--- src/rtl/multicycle_ctrl_pkg.sv ---
`default_nettype none
// ============================================================================
//  Module      : otter_pkg
//  Description : Shared encodings for the multicycle OTTER control path:
//                opcodes, immediate formats, FSM states, instruction
//                classes, and the pc_src / rf_wr_sel / alu_fun constants.
//  Revision    : 1.0 - initial release
// ============================================================================
package otter_pkg;

    // RV32I major opcodes recognised by the controller
    typedef enum logic [6:0] {
        OPC_LUI    = 7'b0110111,
        OPC_AUIPC  = 7'b0010111,
        OPC_JAL    = 7'b1101111,
        OPC_JALR   = 7'b1100111,
        OPC_BRANCH = 7'b1100011,
        OPC_LOAD   = 7'b0000011,
        OPC_STORE  = 7'b0100011,
        OPC_OP_IMM = 7'b0010011,
        OPC_OP     = 7'b0110011
    } opcode_t;

    // Immediate format select, shared with the immediate generator
    typedef enum logic [2:0] {
        IMM_I = 3'd0,
        IMM_S = 3'd1,
        IMM_B = 3'd2,
        IMM_U = 3'd3,
        IMM_J = 3'd4
    } immed_src_t;

    // Controller states
    typedef enum logic [2:0] {
        ST_FETCH  = 3'd0,
        ST_DECODE = 3'd1,
        ST_EXEC   = 3'd2,
        ST_MEM    = 3'd3,
        ST_WB     = 3'd4,
        ST_TRAP   = 3'd5
    } state_t;

    // Coarse instruction class used by the FSM to pick a sequence
    typedef enum logic [2:0] {
        CLS_ALU     = 3'd0,
        CLS_JAL     = 3'd1,
        CLS_JALR    = 3'd2,
        CLS_BRANCH  = 3'd3,
        CLS_LOAD    = 3'd4,
        CLS_STORE   = 3'd5,
        CLS_ILLEGAL = 3'd6
    } inst_class_t;

    // Next-PC select
    localparam logic [1:0] c_pc_src_plus4  = 2'd0;
    localparam logic [1:0] c_pc_src_jalr   = 2'd1;
    localparam logic [1:0] c_pc_src_branch = 2'd2;
    localparam logic [1:0] c_pc_src_jal    = 2'd3;

    // Register-file writeback select
    localparam logic [1:0] c_wr_sel_pc4 = 2'd0;
    localparam logic [1:0] c_wr_sel_csr = 2'd1;
    localparam logic [1:0] c_wr_sel_mem = 2'd2;
    localparam logic [1:0] c_wr_sel_alu = 2'd3;

    // ALU operation codes the controller produces directly
    localparam logic [3:0] c_alu_add = 4'b0000;
    localparam logic [3:0] c_alu_lui = 4'b1001;

    // funct3 value of the shift-right immediates (srli/srai)
    localparam logic [2:0] c_funct3_sr = 3'b101;

    // ALU code for OP_IMM: inst[30] only distinguishes srai from srli
    function automatic logic [3:0] f_alu_fun_op_imm(input logic bit30, input logic [2:0] funct3);
        return {(funct3 == c_funct3_sr) ? bit30 : 1'b0, funct3};
    endfunction

endpackage : otter_pkg
`default_nettype wire

--- src/rtl/multicycle_ctrl_decoder.sv ---
`default_nettype none
// ============================================================================
//  Module      : ctrl_decoder
//  Description : Purely combinational opcode/funct decode into the static
//                controls (immediate format, ALU op and operand selects,
//                writeback select) and the instruction class.
//  Revision    : 1.0 - initial release
// ============================================================================
module ctrl_decoder
    import otter_pkg::*;
(
    input  logic [31:0]  inst,
    output immed_src_t   immed_src,
    output logic [3:0]   alu_fun,
    output logic         alu_src_a,
    output logic         alu_src_b,
    output logic [1:0]   rf_wr_sel,
    output inst_class_t  inst_class
);

    // Fields not needed by the control path (register indices, upper funct7)
    logic w_unused_fields;
    assign w_unused_fields = ^{inst[31], inst[29:15], inst[11:7]};

    // Opcode decode; inst[1:0]!=11 never matches a known opcode, so it
    // falls into the illegal class through the default arm.
    always_comb begin
        immed_src  = IMM_I;
        alu_fun    = c_alu_add;
        alu_src_a  = 1'b0;
        alu_src_b  = 1'b0;
        rf_wr_sel  = c_wr_sel_pc4;
        inst_class = CLS_ILLEGAL;
        case (inst[6:0])
            OPC_OP: begin
                alu_fun    = {inst[30], inst[14:12]};
                rf_wr_sel  = c_wr_sel_alu;
                inst_class = CLS_ALU;
            end
            OPC_OP_IMM: begin
                immed_src  = IMM_I;
                alu_fun    = f_alu_fun_op_imm(inst[30], inst[14:12]);
                alu_src_b  = 1'b1;
                rf_wr_sel  = c_wr_sel_alu;
                inst_class = CLS_ALU;
            end
            OPC_LUI: begin
                immed_src  = IMM_U;
                alu_fun    = c_alu_lui;
                alu_src_b  = 1'b1;
                rf_wr_sel  = c_wr_sel_alu;
                inst_class = CLS_ALU;
            end
            OPC_AUIPC: begin
                immed_src  = IMM_U;
                alu_src_a  = 1'b1;
                alu_src_b  = 1'b1;
                rf_wr_sel  = c_wr_sel_alu;
                inst_class = CLS_ALU;
            end
            OPC_JAL: begin
                immed_src  = IMM_J;
                rf_wr_sel  = c_wr_sel_pc4;
                inst_class = CLS_JAL;
            end
            OPC_JALR: begin
                immed_src  = IMM_I;
                rf_wr_sel  = c_wr_sel_pc4;
                inst_class = CLS_JALR;
            end
            OPC_BRANCH: begin
                immed_src  = IMM_B;
                inst_class = CLS_BRANCH;
            end
            OPC_LOAD: begin
                immed_src  = IMM_I;
                alu_src_b  = 1'b1;
                rf_wr_sel  = c_wr_sel_mem;
                inst_class = CLS_LOAD;
            end
            OPC_STORE: begin
                immed_src  = IMM_S;
                alu_src_b  = 1'b1;
                inst_class = CLS_STORE;
            end
            default: begin
                inst_class = CLS_ILLEGAL;
            end
        endcase
    end

endmodule : ctrl_decoder
`default_nettype wire

--- src/rtl/multicycle_ctrl.sv ---
`default_nettype none
// ============================================================================
//  Module      : multicycle_ctrl
//  Description : Main control FSM of the multicycle OTTER core. Sequences
//                FETCH / DECODE / EXEC / MEM / WB and drives the datapath
//                selects and PC, register-file and memory strobes.
//  Options     : ILLEGAL_INST_TRAP_EN - illegal instructions halt in TRAP
//                (sticky until rst); otherwise they execute as a NOP.
//  Revision    : 1.0 - initial release
// ============================================================================
module multicycle_ctrl
    import otter_pkg::*;
(
    input  logic        clk,
    input  logic        rst,
    input  logic [31:0] inst,
    input  logic        br_taken,
    input  logic        mem_ack,
    output logic        ir_we,
    output logic        pc_we,
    output logic [1:0]  pc_src,
    output logic [2:0]  immed_src,
    output logic        alu_src_a,
    output logic        alu_src_b,
    output logic [3:0]  alu_fun,
    output logic        rf_we,
    output logic [1:0]  rf_wr_sel,
    output logic        mem_rden1,
    output logic        mem_rden2,
    output logic        mem_wren2,
    output logic        trap
);

    state_t      r_state;
    state_t      w_next_state;

    immed_src_t  w_dec_immed_src;
    logic [3:0]  w_dec_alu_fun;
    logic        w_dec_alu_src_a;
    logic        w_dec_alu_src_b;
    logic [1:0]  w_dec_rf_wr_sel;
    inst_class_t w_dec_class;

    logic        w_ir_we;
    logic        w_pc_we;
    logic [1:0]  w_pc_src;
    logic [2:0]  w_immed_src;
    logic        w_alu_src_a;
    logic        w_alu_src_b;
    logic [3:0]  w_alu_fun;
    logic        w_rf_we;
    logic [1:0]  w_rf_wr_sel;
    logic        w_mem_rden1;
    logic        w_mem_rden2;
    logic        w_mem_wren2;
    logic        w_trap;

    ctrl_decoder u_decoder (
        .inst       (inst),
        .immed_src  (w_dec_immed_src),
        .alu_fun    (w_dec_alu_fun),
        .alu_src_a  (w_dec_alu_src_a),
        .alu_src_b  (w_dec_alu_src_b),
        .rf_wr_sel  (w_dec_rf_wr_sel),
        .inst_class (w_dec_class)
    );

    // State register; reset drops any outstanding memory request
    always_ff @(posedge clk or posedge rst) begin
        if (rst) begin
            r_state <= ST_FETCH;
        end else begin
            r_state <= w_next_state;
        end
    end

    // Next-state and Moore outputs, with decoded fields overlaid per state
    always_comb begin
        w_next_state = r_state;
        w_ir_we      = 1'b0;
        w_pc_we      = 1'b0;
        w_pc_src     = c_pc_src_plus4;
        w_immed_src  = IMM_I;
        w_alu_src_a  = 1'b0;
        w_alu_src_b  = 1'b0;
        w_alu_fun    = c_alu_add;
        w_rf_we      = 1'b0;
        w_rf_wr_sel  = c_wr_sel_pc4;
        w_mem_rden1  = 1'b0;
        w_mem_rden2  = 1'b0;
        w_mem_wren2  = 1'b0;
        w_trap       = 1'b0;
        case (r_state)
            ST_FETCH: begin
                w_mem_rden1 = 1'b1;
                if (mem_ack) begin
                    w_ir_we      = 1'b1;
                    w_next_state = ST_DECODE;
                end
            end
            ST_DECODE: begin
                w_immed_src = w_dec_immed_src;
`ifdef ILLEGAL_INST_TRAP_EN
                w_next_state = (w_dec_class == CLS_ILLEGAL) ? ST_TRAP : ST_EXEC;
`else
                w_next_state = ST_EXEC;
`endif
            end
            ST_EXEC: begin
                w_immed_src  = w_dec_immed_src;
                w_alu_src_a  = w_dec_alu_src_a;
                w_alu_src_b  = w_dec_alu_src_b;
                w_alu_fun    = w_dec_alu_fun;
                w_next_state = ST_FETCH;
                case (w_dec_class)
                    CLS_ALU, CLS_JAL, CLS_JALR: begin
                        w_rf_we     = 1'b1;
                        w_rf_wr_sel = w_dec_rf_wr_sel;
                        w_pc_we     = 1'b1;
                        w_pc_src    = (w_dec_class == CLS_JAL)  ? c_pc_src_jal  :
                                      (w_dec_class == CLS_JALR) ? c_pc_src_jalr :
                                                                  c_pc_src_plus4;
                    end
                    CLS_BRANCH: begin
                        w_pc_we  = 1'b1;
                        w_pc_src = br_taken ? c_pc_src_branch : c_pc_src_plus4;
                    end
                    CLS_LOAD, CLS_STORE: begin
                        w_next_state = ST_MEM;
                    end
                    default: begin
                        // Illegal instruction retires as a NOP
                        w_pc_we  = 1'b1;
                        w_pc_src = c_pc_src_plus4;
                    end
                endcase
            end
            ST_MEM: begin
                w_immed_src = w_dec_immed_src;
                if (w_dec_class == CLS_STORE) begin
                    w_mem_wren2 = 1'b1;
                    if (mem_ack) begin
                        w_pc_we      = 1'b1;
                        w_pc_src     = c_pc_src_plus4;
                        w_next_state = ST_FETCH;
                    end
                end else begin
                    w_mem_rden2 = 1'b1;
                    if (mem_ack) begin
                        w_next_state = ST_WB;
                    end
                end
            end
            ST_WB: begin
                w_immed_src  = w_dec_immed_src;
                w_rf_we      = 1'b1;
                w_rf_wr_sel  = c_wr_sel_mem;
                w_pc_we      = 1'b1;
                w_pc_src     = c_pc_src_plus4;
                w_next_state = ST_FETCH;
            end
            ST_TRAP: begin
`ifdef ILLEGAL_INST_TRAP_EN
                w_trap       = 1'b1;
                w_next_state = ST_TRAP;
`else
                w_next_state = ST_FETCH;
`endif
            end
            default: begin
                w_next_state = ST_FETCH;
            end
        endcase
    end

    // Strobes are forced low while reset is asserted
    assign ir_we     = w_ir_we     & ~rst;
    assign pc_we     = w_pc_we     & ~rst;
    assign rf_we     = w_rf_we     & ~rst;
    assign mem_rden1 = w_mem_rden1 & ~rst;
    assign mem_rden2 = w_mem_rden2 & ~rst;
    assign mem_wren2 = w_mem_wren2 & ~rst;

    assign pc_src    = w_pc_src;
    assign immed_src = w_immed_src;
    assign alu_src_a = w_alu_src_a;
    assign alu_src_b = w_alu_src_b;
    assign alu_fun   = w_alu_fun;
    assign rf_wr_sel = w_rf_wr_sel;

`ifdef ILLEGAL_INST_TRAP_EN
    assign trap = w_trap;
`else
    // Trap state is unreachable in this build
    logic w_unused_trap;
    assign w_unused_trap = w_trap;
    assign trap          = 1'b0;
`endif

endmodule : multicycle_ctrl
`default_nettype wire

--- config.mk ---
export PLATFORM = sky130hd
export DESIGN_NAME = multicycle_ctrl
export DESIGN_NICKNAME = d
export VERILOG_FILES = /design/src/rtl/multicycle_ctrl_pkg.sv /design/src/rtl/multicycle_ctrl_decoder.sv /design/src/rtl/multicycle_ctrl.sv
export SDC_FILE = /design/constraint.sdc
export NUM_CORES = 1
export LEC_CHECK = 0
export ABC_AREA = 1
export CORE_MARGIN = 5
export CORE_UTILIZATION = 30
export CTS_CLUSTER_DIAMETER = 150
export CTS_CLUSTER_SIZE = 25
export DETAILED_ROUTE_END_ITERATION = 7
export HOLD_SLACK_MARGIN = 0.15
export PLACE_DENSITY = 0.77
export SLEW_MARGIN = 20
export SYNTH_ARGS = -nofsm -noshare
export SYNTH_HDL_FRONTEND = slang
export SYNTH_SLANG_ARGS = --single-unit
--- constraint.sdc ---
create_clock -name clk -period 1.7 [get_ports clk]
set_input_delay 0.34 -clock clk [delete_from_list [all_inputs] [get_ports clk]]
set_output_delay 0.34 -clock clk [all_outputs]
set_load 0.05 [all_outputs]
==> results.ini <==
[power]
leakage_nw = 0.733
power.total_mw = 1.30
vdd_drop_max_v = 0.000803
powerDensity_nw_per_um2 = 796

[detailed_routing]
viasPerCell = 5.27
vias = 1039
drt_first_iter_violations = 31
drc = 0
wirelength_mm = 3.66
dr.pass1.iters = 6
routedWlPerCell_um = 18.6
ant_nets = 0

[floorplanning]
die_area_um2 = 2960
rows = 16
initial_core_util_pct = 30.7
core-area_um2 = 1920
die_width_um = 54.4
io_pins = 56
die_y_um = 54.4

[global_route]
antenna_found_initial = 1
grt_max_degree = 7
first_global_vias = 1062
grt_first_pass_wirelength_mm = 5.02
grt-ovfl-total = 0
grtUsageTotal_pct = 24.4

[sta]
slew_viol_final = 0
hold_ws_ns = 0.618
hold_violations = 0
rsz0062_at_grt = yes
finalSetupTns_ns = -2.61
setup_viol = 20
layout_worst_path_cycle_share_pct = 114
period_needed_ns = 1.94
fin_ws_ns = -0.238
fmax_mhz = 516
finClkSkew_ns = 0.00763

[cells_and_area]
largest_reg_flops = 3
layout_commonest_cell = buf_4
design_area_um2 = 1640
final_cell_mix = 26 x buf_4, 18 x buf_12, 11 x nor2_2, 11 x nand2_1
fin_nets = 206
largest_register = r_state
drive_gt1_share_pct = 74.6
area_delta_synth_final_pct = 177
final_cells = 197
utilization_pct = 85.2
largest_registers = r_state x3

[status]
violations = negative setup slack
status = finished, violations left

[logic_synthesis]
ys_warn_count = 0
syn_area_um2 = 591
synthCells = 101
synth-seq-cells = 3
yosysSeqAreaShare_pct = 12.7
synth_fp_nets = 137
syn_area_per_cell_um2 = 5.85
yosys.cell_types.count = 28

[clocking]
cts_buffers = 3
clock-sinks = 3
cts_tree = yes
ctsHtreeMaxLevel = 1
clkLatencyLatePin_ns = 0.25
clockBufferDepth = 2
cts_hold_buf = 0
clk_pin_slew_worst_paths_ns = 0.04
clockRootBuffer = clkbuf_4

[worst_setup_path]
cp-end-kind = primary output
cp-endpoint = immed_src[1]
critPathLaunch = r_state[2]$_DFFE_PP0P_
cp.arrival_ns = 1.60
crit_fanout = 5
reg2reg_to = r_state[0]$_DFFE_PP0P_
r2r_cells = 9
rrSetupSlack_ns = -0.05
start_kind = register
crit-reg2reg-launch = r_state[2]$_DFFE_PP0P_
worstPathRequired_ns = 1.36
critPathKind = reg2out

[min_path]
min_path_type = in2async

[placed_design]
pre_cts_slack_ns = -0.422
hpwl_mm = 1.94
portBuffers = 33
placed_area_um2 = 1320
gp_congestion = 0.806
dp_cells = 178

[job]
maxCapViolCount = 0

worst min path at each step:
| stage | end | start | cells past startpoint |
|---|---|---|---|
| after floorplan | r_state[0]$_DFFE_PP0P_ | rst | 1 |
| after global placement | r_state[1]$_DFFE_PP0P_ | r_state[1]$_DFFE_PP0P_ | 3 |
| after detailed placement | r_state[1]$_DFFE_PP0P_ | r_state[1]$_DFFE_PP0P_ | 3 |
| after CTS | r_state[1]$_DFFE_PP0P_ | rst | 3 |
| after global routing | r_state[1]$_DFFE_PP0P_ | rst | 3 |
| final | r_state[1]$_DFFE_PP0P_ | rst | 3 |
power by group:
group	internal (mW)	switching [mW]	total, mW
combinational	0.431	0.593	1.02
clock	0.0888	0.0502	0.139
sequential	0.101	0.0401	0.141
timing repair:
item,CTS,global route
gates cloned,1,0
gates resized for setup,63,21
endpoints found under the hold margin,0,0
setup buffers,9,5
pin swaps,18,12
endpoints found under the setup margin,18,19
layer usage:
metal,vias to the layer above,share of wire (%),GRT usage (%)
met1,484,34,23.3
met4,0,6.4,15.8
met3,22,6.9,4.36
met2,78,53,47.0
li1,455,-,-
met5,-,0,0
final cells by class:
class	count	area, µm²
timing repair buffer	64	743
multi-input combinational	79	672
fill	114	284
sequential	3	77.6
inverter	18	75.1
tap	27	33.8
clock buffer	4	26.3
timing repair inverter	1	7.51
antenna	1	2.50
logic make-up (layout without fill, tap and decap cells):
| family | after synthesis | in the layout | synth area share (%) |
|---|---|---|---|
| and+or+nand+nor | 64 | 64 | 59.7 |
| DFF | 3 | 3 | 12.7 |
| AOI/OAI and AO/OA | 14 | 14 | 13.6 |
| other | 1 | 2 | 0.635 |
| buffers and inverters | 19 | 87 | 13.3 |
critical path: stages, from the launching register on:
cell     delay (ns)
dfrtp_2        0.44
nor3_4         0.22
buf_4          0.15
inv_4          0.05
nand3_2        0.08
inv_2          0.07
a21oi_4        0.17
buf_12         0.16
synth_stat cells:
cell type / count / area [µm²]
nor2_1: 15 / 56.3
clkinv_2: 1 / 5.00
o21ai_2: 1 / 8.76
inv_2: 4 / 15.0
a21oi_1: 7 / 35.0
nor2_4: 5 / 56.3
nand2_4: 1 / 11.3
o21ai_1: 2 / 10.0
nand2_1: 21 / 78.8
nor3_4: 1 / 16.3
buf_4: 1 / 7.51
nand3_2: 1 / 10.0
a21boi_0: 1 / 7.51
o21ai_0: 2 / 10.0
and2_1: 1 / 6.26
dfrtp_1: 3 / 75.1
a21oi_2: 1 / 8.76
inv_4: 1 / 6.26
nand3b_1: 1 / 7.51
nor2_2: 3 / 18.8
and3_1: 1 / 6.26
nand2_2: 1 / 6.26
nand4_1: 1 / 6.26
nand3_4: 1 / 17.5
conb_1: 1 / 3.75
inv_1: 12 / 45.0
nand3_1: 9 / 45.0
nor3_1: 2 / 10.0
(Power assumes the default switching activity.)
